===== config.mk =====
export PLATFORM = sky130hd
export DESIGN_NAME = instr_prefetch_stage_flat
export DESIGN_NICKNAME = d
export VERILOG_FILES = /design/src/rtl/instr_prefetch_stage_if.sv /design/src/rtl/instr_prefetch_stage.sv /design/src/flat_wrapper.sv
export SDC_FILE = /design/constraint.sdc
export NUM_CORES = 1
export LEC_CHECK = 0
export CAP_MARGIN = 20
export CORE_UTILIZATION = 56
export CTS_CLUSTER_SIZE = 20
export DETAILED_ROUTE_END_ITERATION = 7
export MAX_ROUTING_LAYER = met4
export PLACE_DENSITY = 0.8
export SKIP_CTS_REPAIR_TIMING = 1
export SYNTH_ARGS = -nofsm -noshare
export SYNTH_HDL_FRONTEND = slang
export SYNTH_SLANG_ARGS = --single-unit

===== constraint.sdc =====
create_clock -name clk -period 12.2 [get_ports clk]
set_clock_uncertainty 0.1 [all_clocks]
set_input_delay 1.22 -clock clk [delete_from_list [all_inputs] [get_ports clk]]
set_output_delay 1.22 -clock clk [all_outputs]
set_load 0.02 [all_outputs]

===== src/rtl/instr_prefetch_stage_if.sv =====
// -----------------------------------------------------------------------------
// instr_prefetch_stage_if
//   Bus bundle between the prefetcher, its instruction/register memories and
//   the decode stage.
//   Memory side : instr_read_addr (out of prefetcher), instr_read_val and
//                 regs_read_val (valid one cycle after the address).
//   Decode side : out_valid / out_ready handshake with the FIFO-head fields
//                 block_out, instr_out, regs_out, frame_last_out.
//   master = prefetcher view, slave = memory + consumer view.
// -----------------------------------------------------------------------------
interface instr_prefetch_stage_if #(
    parameter int data_width   = 16,
    parameter int n_blocks     = 256,
    parameter int n_block_regs = 2,
    parameter int instr_width  = 32
);
    localparam int AW = $clog2(n_blocks);
    localparam int RW = n_block_regs * data_width;

    logic [AW-1:0]          instr_read_addr;
    logic [instr_width-1:0] instr_read_val;
    logic [RW-1:0]          regs_read_val;
    logic                   out_valid;
    logic                   out_ready;
    logic [AW-1:0]          block_out;
    logic [instr_width-1:0] instr_out;
    logic [RW-1:0]          regs_out;
    logic                   frame_last_out;

    modport master (
        output instr_read_addr,
        input  instr_read_val, regs_read_val,
        output out_valid, block_out, instr_out, regs_out, frame_last_out,
        input  out_ready
    );

    modport slave (
        input  instr_read_addr,
        output instr_read_val, regs_read_val,
        input  out_valid, block_out, instr_out, regs_out, frame_last_out,
        output out_ready
    );
endinterface


===== src/rtl/instr_prefetch_stage.sv =====
// -----------------------------------------------------------------------------
// instr_prefetch_stage
//   Frame-synchronised prefetcher: on each frame-start tick it walks blocks
//   0..last_block, reads each block's instruction and register words from
//   synchronous memories, and queues them (optionally dropping NOP blocks)
//   in a small FIFO presented to the decode stage over valid/ready.
// Ports
//   clk, reset        clock, asynchronous active-high reset
//   enable            0 freezes issue and FSM transitions
//   sample_tick       one-cycle frame-start pulse
//   flush             drops the in-flight read and the FIFO contents
//   n_blocks_running  0 = pipeline idle (forces IDLE and flushes)
//   last_block        final block index, sampled once at frame start
//   fifo_level        FIFO occupancy
//   frame_overrun     one-cycle pulse when a tick arrives mid-frame
//   bus               memory read port and decode-side handshake
// -----------------------------------------------------------------------------
`ifndef BLOCK_INSTR_NOP
`define BLOCK_INSTR_NOP 5'd0
`endif

module instr_prefetch_stage #(
    parameter int data_width   = 16,
    parameter int n_blocks     = 256,
    parameter int n_block_regs = 2,
    parameter int instr_width  = 32,
    parameter int fifo_depth   = 4,
    parameter bit skip_nops    = 1'b1
) (
    input  logic                              clk,
    input  logic                              reset,
    input  logic                              enable,
    input  logic                              sample_tick,
    input  logic                              flush,
    input  logic [$clog2(n_blocks)-1:0]       n_blocks_running,
    input  logic [$clog2(n_blocks)-1:0]       last_block,
    output logic [$clog2(fifo_depth+1)-1:0]   fifo_level,
    output logic                              frame_overrun,
    instr_prefetch_stage_if.master            bus
);
    localparam int AW = $clog2(n_blocks);
    localparam int RW = n_block_regs * data_width;
    localparam int PW = $clog2(fifo_depth);
    localparam int CW = $clog2(fifo_depth + 1);

    typedef enum logic [1:0] {S_IDLE, S_WAIT, S_FETCH} state_t;

    typedef struct packed {
        logic [AW-1:0]          block;
        logic [instr_width-1:0] instr;
        logic [RW-1:0]          regs;
        logic                   last;
    } entry_t;

    state_t          state_q, state_d;
    logic [AW-1:0]   addr_q, addr_d;
    logic [AW-1:0]   frame_last_q, frame_last_d;
    logic            tick_pending_q, tick_pending_d;
    logic            inflight_q, inflight_d;
    logic [AW-1:0]   infl_block_q, infl_block_d;
    logic            infl_last_q, infl_last_d;
    logic            overrun_q, overrun_d;

    entry_t          fifo_q [fifo_depth];
    logic [PW-1:0]   rd_ptr_q, wr_ptr_q;
    logic [CW-1:0]   count_q;

    logic stop, flush_all, has_room, is_nop, push, pop;

    // Dropping n_blocks_running to 0 behaves like a flush plus a return to IDLE.
    assign stop      = (n_blocks_running == '0);
    assign flush_all = flush || stop;

    // No credit is taken for a same-cycle pop: the in-flight read always has a
    // guaranteed slot, so a push into a full FIFO can never happen.
    assign has_room  = (32'(count_q) + 32'(inflight_q)) < 32'(fifo_depth);

    // The last block is always pushed so frame_last_out reaches downstream.
    assign is_nop = (bus.instr_read_val[4:0] == `BLOCK_INSTR_NOP);
    assign push   = inflight_q && !flush_all && !(skip_nops && is_nop && !infl_last_q);
    assign pop    = (count_q != '0) && bus.out_ready && !flush_all;

    always_comb begin
        // NOTE: every variable driven here gets a default first, so no path
        // leaves one unassigned and no latch is inferred.
        state_d        = state_q;
        addr_d         = addr_q;
        frame_last_d   = frame_last_q;
        tick_pending_d = tick_pending_q;
        overrun_d      = 1'b0;
        inflight_d     = 1'b0;
        infl_block_d   = infl_block_q;
        infl_last_d    = infl_last_q;

        if (stop) begin
            state_d        = S_IDLE;
            addr_d         = '0;
            tick_pending_d = 1'b0;
        end else begin
            unique case (state_q)
                S_IDLE: begin
                    if (enable) state_d = S_WAIT;
                end
                S_WAIT: begin
                    // flush beats a simultaneous tick; a tick seen while
                    // disabled is remembered rather than lost.
                    if (!flush && (sample_tick || tick_pending_q)) begin
                        if (enable) begin
                            state_d        = S_FETCH;
                            addr_d         = '0;
                            frame_last_d   = last_block;
                            tick_pending_d = 1'b0;
                        end else begin
                            tick_pending_d = 1'b1;
                        end
                    end
                end
                S_FETCH: begin
                    if (flush) begin
                        state_d = S_WAIT;
                    end else begin
                        if (sample_tick) begin
                            overrun_d      = 1'b1;
                            tick_pending_d = 1'b1;
                        end
                        if (enable && has_room) begin
                            inflight_d   = 1'b1;
                            infl_block_d = addr_q;
                            infl_last_d  = (addr_q == frame_last_q);
                            if (addr_q == frame_last_q) state_d = S_WAIT;
                            else                        addr_d  = addr_q + AW'(1);
                        end
                    end
                end
                default: state_d = S_IDLE;
            endcase
        end
    end

    // NOTE: sequential state uses non-blocking assignments so every register
    // samples pre-edge values regardless of statement order.
    always_ff @(posedge clk or posedge reset) begin
        if (reset) begin
            state_q        <= S_IDLE;
            addr_q         <= '0;
            frame_last_q   <= '0;
            tick_pending_q <= 1'b0;
            inflight_q     <= 1'b0;
            infl_block_q   <= '0;
            infl_last_q    <= 1'b0;
            overrun_q      <= 1'b0;
        end else begin
            state_q        <= state_d;
            addr_q         <= addr_d;
            frame_last_q   <= frame_last_d;
            tick_pending_q <= tick_pending_d;
            inflight_q     <= inflight_d;
            infl_block_q   <= infl_block_d;
            infl_last_q    <= infl_last_d;
            overrun_q      <= overrun_d;
        end
    end

    always_ff @(posedge clk or posedge reset) begin
        if (reset) begin
            // NOTE: the storage is reset too, because the head fields are read
            // straight from it and must be 0 out of reset.
            for (int i = 0; i < fifo_depth; i++) fifo_q[i] <= '0;
            rd_ptr_q <= '0;
            wr_ptr_q <= '0;
            count_q  <= '0;
        end else if (flush_all) begin
            rd_ptr_q <= '0;
            wr_ptr_q <= '0;
            count_q  <= '0;
        end else begin
            if (push) begin
                fifo_q[wr_ptr_q] <= '{block: infl_block_q,
                                      instr: bus.instr_read_val,
                                      regs:  bus.regs_read_val,
                                      last:  infl_last_q};
                wr_ptr_q <= wr_ptr_q + PW'(1);
            end
            if (pop) rd_ptr_q <= rd_ptr_q + PW'(1);
            unique case ({push, pop})
                2'b10:   count_q <= count_q + CW'(1);
                2'b01:   count_q <= count_q - CW'(1);
                default: count_q <= count_q;
            endcase
        end
    end

    assign bus.instr_read_addr = addr_q;
    assign bus.out_valid       = (count_q != '0);
    assign bus.block_out       = fifo_q[rd_ptr_q].block;
    assign bus.instr_out       = fifo_q[rd_ptr_q].instr;
    assign bus.regs_out        = fifo_q[rd_ptr_q].regs;
    assign bus.frame_last_out  = fifo_q[rd_ptr_q].last;
    assign fifo_level          = count_q;
    assign frame_overrun       = overrun_q;
endmodule


===== src/flat_wrapper.sv =====
// flat-port wrapper written by rule: the top's interface ports become plain ports
module instr_prefetch_stage_flat 
#(
    parameter int data_width   = 16,
    parameter int n_blocks     = 256,
    parameter int n_block_regs = 2,
    parameter int instr_width  = 32,
    parameter int fifo_depth   = 4,
    parameter bit skip_nops    = 1'b1
)
  (clk, reset, enable, sample_tick, flush, n_blocks_running, last_block, fifo_level, frame_overrun, bus_instr_read_addr, bus_instr_read_val, bus_regs_read_val, bus_out_valid, bus_block_out, bus_instr_out, bus_regs_out, bus_frame_last_out, bus_out_ready);
  instr_prefetch_stage_if #(.data_width(data_width), .n_blocks(n_blocks), .n_block_regs(n_block_regs), .instr_width(instr_width)) bus_i ();
  input  logic clk;
  input  logic reset;
  input  logic enable;
  input  logic sample_tick;
  input  logic flush;
  input  logic [$clog2(n_blocks)-1:0] n_blocks_running;
  input  logic [$clog2(n_blocks)-1:0] last_block;
  output logic [$clog2(fifo_depth+1)-1:0] fifo_level;
  output logic frame_overrun;
  output wire logic [$bits(bus_i.instr_read_addr)-1:0] bus_instr_read_addr;
  input wire logic [$bits(bus_i.instr_read_val)-1:0] bus_instr_read_val;
  input wire logic [$bits(bus_i.regs_read_val)-1:0] bus_regs_read_val;
  output wire logic [$bits(bus_i.out_valid)-1:0] bus_out_valid;
  output wire logic [$bits(bus_i.block_out)-1:0] bus_block_out;
  output wire logic [$bits(bus_i.instr_out)-1:0] bus_instr_out;
  output wire logic [$bits(bus_i.regs_out)-1:0] bus_regs_out;
  output wire logic [$bits(bus_i.frame_last_out)-1:0] bus_frame_last_out;
  input wire logic [$bits(bus_i.out_ready)-1:0] bus_out_ready;
  assign bus_instr_read_addr = bus_i.instr_read_addr;
  assign bus_i.instr_read_val = bus_instr_read_val;
  assign bus_i.regs_read_val = bus_regs_read_val;
  assign bus_out_valid = bus_i.out_valid;
  assign bus_block_out = bus_i.block_out;
  assign bus_instr_out = bus_i.instr_out;
  assign bus_regs_out = bus_i.regs_out;
  assign bus_frame_last_out = bus_i.frame_last_out;
  assign bus_i.out_ready = bus_out_ready;
  instr_prefetch_stage #(.data_width(data_width), .n_blocks(n_blocks), .n_block_regs(n_block_regs), .instr_width(instr_width), .fifo_depth(fifo_depth), .skip_nops(skip_nops)) u_core (.clk(clk), .reset(reset), .enable(enable), .sample_tick(sample_tick), .flush(flush), .n_blocks_running(n_blocks_running), .last_block(last_block), .fifo_level(fifo_level), .frame_overrun(frame_overrun), .bus(bus_i));
endmodule

### Word-level counts from Yosys, hierarchy flattened

Cells that the tools add are included.

* multiplexer cells: 41
* magnitude comparators: 4
* bitwise gates (word level): 5
* eq/ne operators: 14
* $add $sub $neg: 6
* reductions and logical operators: 28

Operators with widths (number)
* bitwise mux 292 bit: 1
* 2-to-1 mux 73 bit: 3
* binary-select mux 73 bit (select 2 bit): 1
* demux 73 bit (select 2 bit): 1
* 2-to-1 mux 8 bit: 6
* < comparator 32 x 3 -> 1 bit (second input constant): 1
* 2-to-1 mux 2 bit: 11
* one-hot mux 8 bit (2 select lines): 1
* != test 3 x 2 -> 1 bit (second input constant): 5
* 2-to-1 mux 1 bit: 13
* AND reduction 4 bit: 3
* nonzero test 3 bit: 3
* adder 8 x 1 -> 8 bit (second input constant): 1
* equality test 8 bit: 1
* logical AND 1 bit: 8
* zero test 8 bit: 1
* != test 4 x 2 -> 1 bit (second input constant): 2
* greater-or-equal comparator 3 bit (second input constant): 2
* != test 3 x 1 -> 1 bit (second input constant): 2
* inverter 2 -> 3 bit: 2
* one-hot mux 2 bit (3 select lines): 1
* one-hot mux 3 bit (2 select lines): 1
* AND reduction 6 bit: 1
* zero test 5 bit: 1
* 16 further kinds: 26

* output and inout port bits: 86
* bits of input ports: 86
* logic and storage cells: 125
* register bits after elaboration: 329

### Logic depth before layout (Yosys ltp)

Gate-level depths: netlist (run 1).

* depth in word-level cells: 8
* gate-level depth with buffers: 9
* mapped depth without buffers: 9

### Least setup slack after synthesis (run 1)

Ideal clock, no wire load.

* kind: input port to flip-flop
* start point: input port n_blocks_running[5]
* end point: register u_core.count_q[2], in the netlist u_core.fifo_level[2]
* setup time: 0.077 ns
* required time: 12.023 ns
* stages: 9
* arrival time: 3.491 ns
* path buffers: 1
* slack: 8.532 ns
* cell sequence: or4_1 > o21bai_1 > buf_2 > nor2_1 > ha_1 > fa_1 > xnor2_1 > or3_1 > a21oi_1

* longest elaborated chain between the ends: 8
* elaborated cells on any way between the ends: 11
* classes of those cells: eq/ne (2); mux (2); reduce/logical (7)

Ends and longest elaborated chain
* from (decl): RTL line flat_wrapper.sv:18 `input logic [$clog2(n_blocks)-1:0] n_blocks_running;`
* zero test 8 bit *: RTL line instr_prefetch_stage.sv:71 `assign stop = (n_blocks_running == '0);`
* logical OR 1 bit *: RTL line instr_prefetch_stage.sv:72 `assign flush_all = flush || stop;`
* zero test 1 bit: RTL line instr_prefetch_stage.sv:80, instr_prefetch_stage.sv:81
* logical AND 1 bit (2 in a row): RTL line instr_prefetch_stage.sv:80 `assign push = inflight_q && !flush_all && !(skip_nops && is_nop && !infl_last_q);`
* equality test 2 x 1 -> 1 bit or equality test 2 bit (tied branches): RTL line instr_prefetch_stage.sv:185 `unique case ({push, pop})`
* one-hot mux 3 bit (2 select lines): RTL line instr_prefetch_stage.sv:185
* 2-to-1 mux 3 bit: RTL line instr_prefetch_stage.sv:172 `end else if (flush_all) begin`
* to (signal assigned): RTL line instr_prefetch_stage.sv:186 `2'b10: count_q <= count_q + CW'(1);`
* to (signal assigned): RTL line instr_prefetch_stage.sv:187 `2'b01: count_q <= count_q - CW'(1);`
* to (signal assigned): RTL line instr_prefetch_stage.sv:188 `default: count_q <= count_q;`
* to (decl): RTL line instr_prefetch_stage.sv:66 `logic [CW-1:0] count_q;`

Every way passes the cells marked *; elsewhere a longest branch is shown, timed or not.
A chain may end at the register's enable or synchronous reset.

### Final worst setup path (run 1)

* start point: register u_core.rd_ptr_q[0]
* end point: output port bus_instr_out[28]

* longest elaborated chain between the ends: 4

Ends and longest elaborated chain
* from (decl): RTL line instr_prefetch_stage.sv:65 `logic [PW-1:0] rd_ptr_q, wr_ptr_q;`
* from (signal assigned): RTL line instr_prefetch_stage.sv:184 `if (pop) rd_ptr_q <= rd_ptr_q + PW'(1);`
* inverter 2 -> 3 bit (not written as such): RTL line instr_prefetch_stage.sv:196 `assign bus.instr_out = fifo_q[rd_ptr_q].instr;`
* binary-select mux 73 bit (select 2 bit): RTL line instr_prefetch_stage.sv:196
* 2-to-1 mux 73 bit
* 2-to-1 mux 73 bit (not written as such): RTL line instr_prefetch_stage.sv:196
* to (decl): RTL line flat_wrapper.sv:27 `output wire logic [$bits(bus_i.instr_out)-1:0] bus_instr_out;`

No other way between the ends. The select of a mux whose other input is x is not followed.

==> results.json, run 1 <==
{
  "outcome": "finished clean",
  "p_per_area_nw_per_um2": 182,
  "hold-worst-slack_ns": 0.383,
  "fmax_mhz": 216,
  "timing.final.ws_setup_ns": 7.57,
  "synthXorXnorAreaFrac": 0.00776,
  "worst_path_largest_cell_delay_ns": 0.84,
  "clock_latency_on_the_worst_skew_pair_ns": 0.52,
  "gr-usage-all-layers": 0.237,
  "timing.final.crit_period_ns": 4.63,
  "chipHeight_um": 164,
  "synth_compound_gate_area_share": 0.0153,
  "relSlewSlack": 0.276,
  "ctsHtreeMaxLevel": 2,
  "setup-tns-final_ns": 0,
  "sequentialPowerShare": 0.414,
  "clockBufferDepth": 3,
  "dr.first_iter.drc_count": 378,
  "synth_cells": 886,
  "num_io_pins": 172,
  "static_leakage_nw": 8.47,
  "cts.sinks": 329,
  "final_core_util": 0.696,
  "worstSetupEndpointType": "primary output",
  "dieWidth_um": 164,
  "finalNonFillerCells": 1409,
  "p_sw_frac": 0.274,
  "areaGrowthSynthToFinish_pct": 20.5,
  "synth-seq-cells": 329,
  "timing.rr.start": "u_core.infl_last_q$_DFFE_PP0P_",
  "vdd_ir_drop_max_uv": 126,
  "drive_above_1_share": 0.136,
  "dr_total_vias": 8200,
  "synth-async-reset-ratio": 1.00,
  "clockRootBuffer": "clkbuf_16",
  "setup_viol_count_final": 0,
  "port-buffer-count": 171,
  "number_of_global_route_vias_before_repair": 9042,
  "critical_path.endpoint": "bus_instr_out[28]",
  "tightest_slew_ns": 1.09,
  "nNetsFinal": 1149,
  "postRouteWirelength_mm": 29.1,
  "fillerInstances": 1762,
  "synth_cell_types": 45,
  "startpoint_type": "flip-flop",
  "mappedNetlistArea_um2": 14700,
  "syn-mean-instance-area_um2": 16.6,
  "setup_repair_after_global_routing_missed_its_margin": "no",
  "fp.dieArea_um2": 26800,
  "totalPowerFinal_mw": 3.22,
  "critical_path_class": "reg2out",
  "worst_setup_slack_post_dpl_ns": 8.03,
  "period_share": 0.380,
  "globalRoute.totalOverflow": 0,
  "clk_transition_reported_paths_ns": 0.06,
  "path_max_fanout": 39,
  "path_cells": "buf_4 > mux4_2 > clkdlybuf4s50_1",
  "tritoncts_clock_tree": "done",
  "floorplan.rows": 58,
  "design_area_um2": 17700,
  "regToRegSetupSlack_ns": 9.67,
  "grt_antenna_before_repair": 1,
  "critical_path_arrival_ns": 3.31,
  "area_of_the_core_region_um2": 25400,
  "yosysWarnings": 0,
  "total_switching_power_mw": 0.881,
  "post_synth_and_or_nand_nor_area_fraction": 0.0250,
  "comb_pwr_share": 0.245,
  "reg2reg_to": "u_core.fifo_level[2]$_DFFE_PP0P_",
  "cap_viol_max_count": 0,
  "final_antenna_net_count": 0,
  "place.detailed.hpwl_mm": 16.8,
  "ys_dominant_reg_cell": "dfrtp_1",
  "place_area_um2": 16500,
  "postSynthNetCount": 983,
  "required_time_reported_for_the_critical_path_endpoint_ns": 10.88,
  "post-place-cells": 1344,
  "route.detailed.vias_per_inst": 5.82,
  "r2r.worst_path.cells": 8,
  "routabilityCongestion": 0.754,
  "count_of_flip_flops_with_a_built_in_enable_after_synthesis": 0,
  "grt_pass1_wl_mm": 48.1,
  "tritoncts.num_buffers": 36,
  "hold_path_class": "reg2reg",
  "yosysTopAreaCell": "dfrtp_1",
  "p_int_mw": 2.34,
  "routedWlPerCell_um": 20.7,
  "critPathLaunch": "u_core.rd_ptr_q[0]$_DFFE_PP0P_",
  "synthAdderAreaFrac": 0.00990,
  "yosysSeqAreaShare": 0.561,
  "start_util": 0.577,
  "grt_start_max_net_pins": 187,
  "synth_top_area_share": 0.561,
  "slew_viol_final": 0,
  "final_hold_viol_count": 0,
  "drc": 0,
  "synth_top_family_by_area": "multiplexers",
  "clock_power_share": 0.342,
  "firstDrtPassIters": 4,
  "largest_cells_by_area_after_synthesis": "dfrtp_1 (56%), mux2_1 (24%), mux4_2 (11%)",
  "synthMuxAreaShare": 0.350,
  "critical_path.slowest_cell": "dfrtp_4"
}
[registers in the layout, summed over array words and instances (netlist names)]
register	cells
u_core.fifo_q	292
u_core.bus.instr_read_addr	8
u_core.frame_last_q	8
u_core.infl_block_q	8
u_core.fifo_level	3
u_core.rd_ptr_q	2
u_core.state_q	2
u_core.wr_ptr_q	2
u_core.frame_overrun	1
u_core.infl_last_q	1
u_core.inflight_q	1
u_core.tick_pending_q	1
[kinds of logic after synthesis]
family,count (synthesis)
compound gates,34
xor+xnor,13
fa+ha+maj,11
buf+inv,61
flops,329
mux,383
simple gates,55
[cell usage in the layout, fill, tap and decap left out, types with 3 or more instances in the layout]
master	instances
mux4_2	73
or4_1	4
mux2_1	308
clkbuf_16	37
nor2_1	12
clkdlybuf4s50_1	171
ha_1	10
xor2_1	11
or3_1	7
inv_1	11
clkbuf_1	6
clkbuf_8	12
clkinv_2	4
o21ai_0	7
dfrtp_1	327
a21oi_1	11
nand3_1	8
nand2_8	4
nand2_1	4
o21bai_1	3
buf_4	4
[power by group through the flow]
stage,Clock [mW],Sequential (mW),Combinational (mW)
2_1_floorplan,0,1.32,0.484
3_3_place_gp,0,1.34,0.774
3_5_place_dp,0,1.35,0.791
4_1_cts,1.12,1.33,0.797
5_1_grt,1.16,1.35,0.845
6_report,1.10,1.33,0.788
[metal layers]
layer	up-vias	wire (um)	GRT usage
met5	-	0	-
met4	0	461	0.0606
met3	41	1440	0.0515
met2	157	14100	0.375
met1	4357	13100	0.312
li1	3645	-	-
[worst max-delay path: cells and delay by family (launching register included)]
| family | cells | cell delay (ns) |
|---|---|---|
| buffers and inverters | 2 | 1.33 |
| DFF | 1 | 0.84 |
| muxes | 1 | 0.60 |
[synthesized netlist by cell type (2+ instances only)]
library cell  instances
o41ai_1               2
nand2_1               4
mux2i_1               2
nand2_8               4
xnor2_1               2
buf_6                28
a21oi_1              11
nor2_1               12
o21ai_1               2
mux4_2               73
buf_1                 5
a211o_1               2
nor3_1                2
o31ai_1               2
xor2_1               11
mux2_1              308
dfrtp_1             329
or3_1                 7
o21bai_1              3
nand3_1               8
or4_1                 4
o21ai_0               7
clkbuf_1              7
inv_1                12
or2_1                 2
nor4_1                2
ha_1                 10
buf_2                 8
[how the worst min path moves through the flow]
stage,end,cells after the start,slack (ns),start
floorplan,u_core.fifo_q[104]$_DFFE_PP0P_,1,0.36,u_core.fifo_q[104]$_DFFE_PP0P_
global placement,u_core.fifo_q[96]$_DFFE_PP0P_,1,0.37,u_core.fifo_q[96]$_DFFE_PP0P_
detailed placement,u_core.fifo_q[102]$_DFFE_PP0P_,1,0.38,u_core.fifo_q[102]$_DFFE_PP0P_
CTS,u_core.fifo_q[59]$_DFFE_PP0P_,1,0.39,u_core.fifo_q[59]$_DFFE_PP0P_
global route,u_core.fifo_q[7]$_DFFE_PP0P_,1,0.39,u_core.fifo_q[7]$_DFFE_PP0P_
finish,u_core.fifo_q[59]$_DFFE_PP0P_,1,0.38,u_core.fifo_q[59]$_DFFE_PP0P_
[area by class of cell]
cell class,count,area [um2],area share
clock inverter,8,97.6,0.00552
sequential,329,8240,0.466
inverter,13,56.3,0.00319
antenna,2,5.00,0.000283
clock buffer,55,1110,0.0630
timing repair buffer,176,1760,0.0997
tap,330,413,0.0234
multi-input combinational,496,5980,0.339
Note: power is estimated with default switching activity, not from simulation.
==> inputs of run 2 (changes only) <==
CORE_UTILIZATION = 51   (was 56)
PLACE_DENSITY = 0.77   (was 0.8)
clock period = 3.92 ns   (was 12.2 ns; I/O delays follow)
==> results.json, run 2 (synthesis gave the netlist of run 1 again) <==
{
  "outcome": "finished clean",
  "timing.final.crit_period_ns": 3.28,
  "postRouteWirelength_mm": 29.0,
  "tritoncts.num_buffers": 37,
  "critical_path_arrival_ns": 2.79,
  "vdd_ir_drop_max_uv": 385,
  "final_common_cell": "dfrtp_1",
  "path_max_fanout": 30,
  "critical_path.slowest_cell": "dfrtp_4",
  "gr-usage-all-layers": 0.215,
  "place.detailed.hpwl_mm": 17.8,
  "dieWidth_um": 172,
  "floorplan.rows": 61,
  "clock_latency_on_the_worst_skew_pair_ns": 0.50,
  "grt_antenna_before_repair": 0,
  "number_of_global_route_vias_before_repair": 8794,
  "route.detailed.vias_per_inst": 5.56,
  "setup_viol_count_final": 0,
  "slew_viol_final": 0,
  "tightest_slew_ns": 0.712,
  "clockBufferDepth": 3,
  "clockRootBuffer": "clkbuf_16",
  "grt_busiest_layer": "met2",
  "path_cells": "buf_4 > mux4_2 > clkdlybuf4s50_1",
  "nNetsFinal": 1158,
  "design_area_um2": 17800,
  "globalRoute.totalOverflow": 0,
  "ctsHtreeMaxLevel": 2,
  "area_of_the_core_region_um2": 28000,
  "start_util": 0.524,
  "static_leakage_nw": 8.50,
  "required_time_reported_for_the_critical_path_endpoint_ns": 3.43,
  "routabilityCongestion": 0.775,
  "timing.critical_path.buf_inv": 2,
  "grt_use_met1": 0.280,
  "place_area_um2": 16600,
  "tritoncts_clock_tree": "done",
  "registers.top_by_ff_count": "u_core.fifo_q",
  "hold_path_class": "in2async",
  "relSlewSlack": 0.523,
  "worst_path_dominant_cell_family": "buffers and inverters",
  "drive_above_1_share": 0.137,
  "worst_path_largest_cell_delay_ns": 0.84,
  "fp.dieArea_um2": 29400,
  "startpoint_type": "flip-flop",
  "port-buffer-count": 171,
  "grt_pass1_wl_mm": 47.8,
  "areaGrowthSynthToFinish_pct": 21.6,
  "final_hold_viol_count": 0,
  "critical_path_class": "reg2out",
  "drc": 0,
  "cts.sinks": 329,
  "dr_total_vias": 8128,
  "dr.first_iter.drc_count": 241,
  "worstSetupEndpointType": "primary output",
  "cap_viol_max_count": 0,
  "most-common-layout-cells": "dfrtp_1 (327), mux2_1 (308), clkdlybuf4s50_1 (171), mux4_2 (73), clkbuf_16 (37)",
  "setup_repair_after_global_routing_missed_its_margin": "no",
  "final_core_util": 0.637,
  "gr-usage-met2": 0.346,
  "period_share": 0.837,
  "chipHeight_um": 172,
  "fmax_mhz": 305,
  "p_per_area_nw_per_um2": 560,
  "final_antenna_net_count": 0,
  "grt_start_max_net_pins": 87,
  "num_io_pins": 172,
  "routedWlPerCell_um": 19.8,
  "firstDrtPassIters": 4,
  "clk_transition_reported_paths_ns": 0.06,
  "grtUsageMet3": 0.0497,
  "hold-worst-slack_ns": 0.203,
  "largest_register_ffs": 292,
  "num_antenna_cells": 0
}
## run 2: worst paths after layout
kind,cells past startpoint,to,start,slack [ns]
max,3,bus_regs_out[26],u_core.rd_ptr_q[0]$_DFFE_PP0P_,0.64
min,2,u_core.fifo_q[242]$_DFFE_PP0P_,reset,0.20
max reg2reg,8,u_core.fifo_level[2]$_DFFE_PP0P_,u_core.infl_last_q$_DFFE_PP0P_,1.44
min reg2reg,1,u_core.fifo_q[47]$_DFFE_PP0P_,u_core.fifo_q[47]$_DFFE_PP0P_,0.38
max in group asynchronous,3,u_core.fifo_q[221]$_DFFE_PP0P_,reset,2.70
min in group clk,1,u_core.fifo_q[47]$_DFFE_PP0P_,u_core.fifo_q[47]$_DFFE_PP0P_,0.38
## run 2: metal layers
metal	up-vias	routed length, um	share of wire
met5	-	0	0
met1	4282	12700	0.44
met3	37	1700	0.059
li1	3637	-	-
met4	0	329	0.011
met2	172	14300	0.49
## run 2: final cells by class
type,instances,area [um2]
Inverter,13,52.6
Fill cell,2080,10200
Tap cell,378,473
Sequential cell,329,8240
Multi-Input combinational cell,496,5980
Timing Repair Buffer,184,1900
Clock inverter,6,111
Clock buffer,56,1080
## run 2: power breakdown
| group | total (mW) | switching [mW] | internal (mW) |
|---|---|---|---|
| Sequential | 4.13 | 0.268 | 3.87 |
| Combinational | 2.47 | 1.13 | 1.33 |
| Clock | 3.38 | 1.29 | 2.08 |
## run 2: worst register-to-register path: stages (launching register included)
cell	delay, ns
dfrtp_1	0.50
o31ai_4	0.14
nor2_4	0.41
inv_2	0.05
ha_1	0.23
fa_1	0.38
xnor2_1	0.15
or3_1	0.30
a21oi_1	0.14
## run 2: stage by stage
step	instances	setup TNS (ns)	setup slack (ns)	total power [mW]
after floorplan	886	-317.38	-0.965	5.61
after global placement	1400	0	0.759	6.61
after detailed placement	1400	0	0.713	6.68
after CTS	1462	0	0.571	10.1
after global routing	1462	0	0.489	10.5
final	1462	0	0.637	9.98
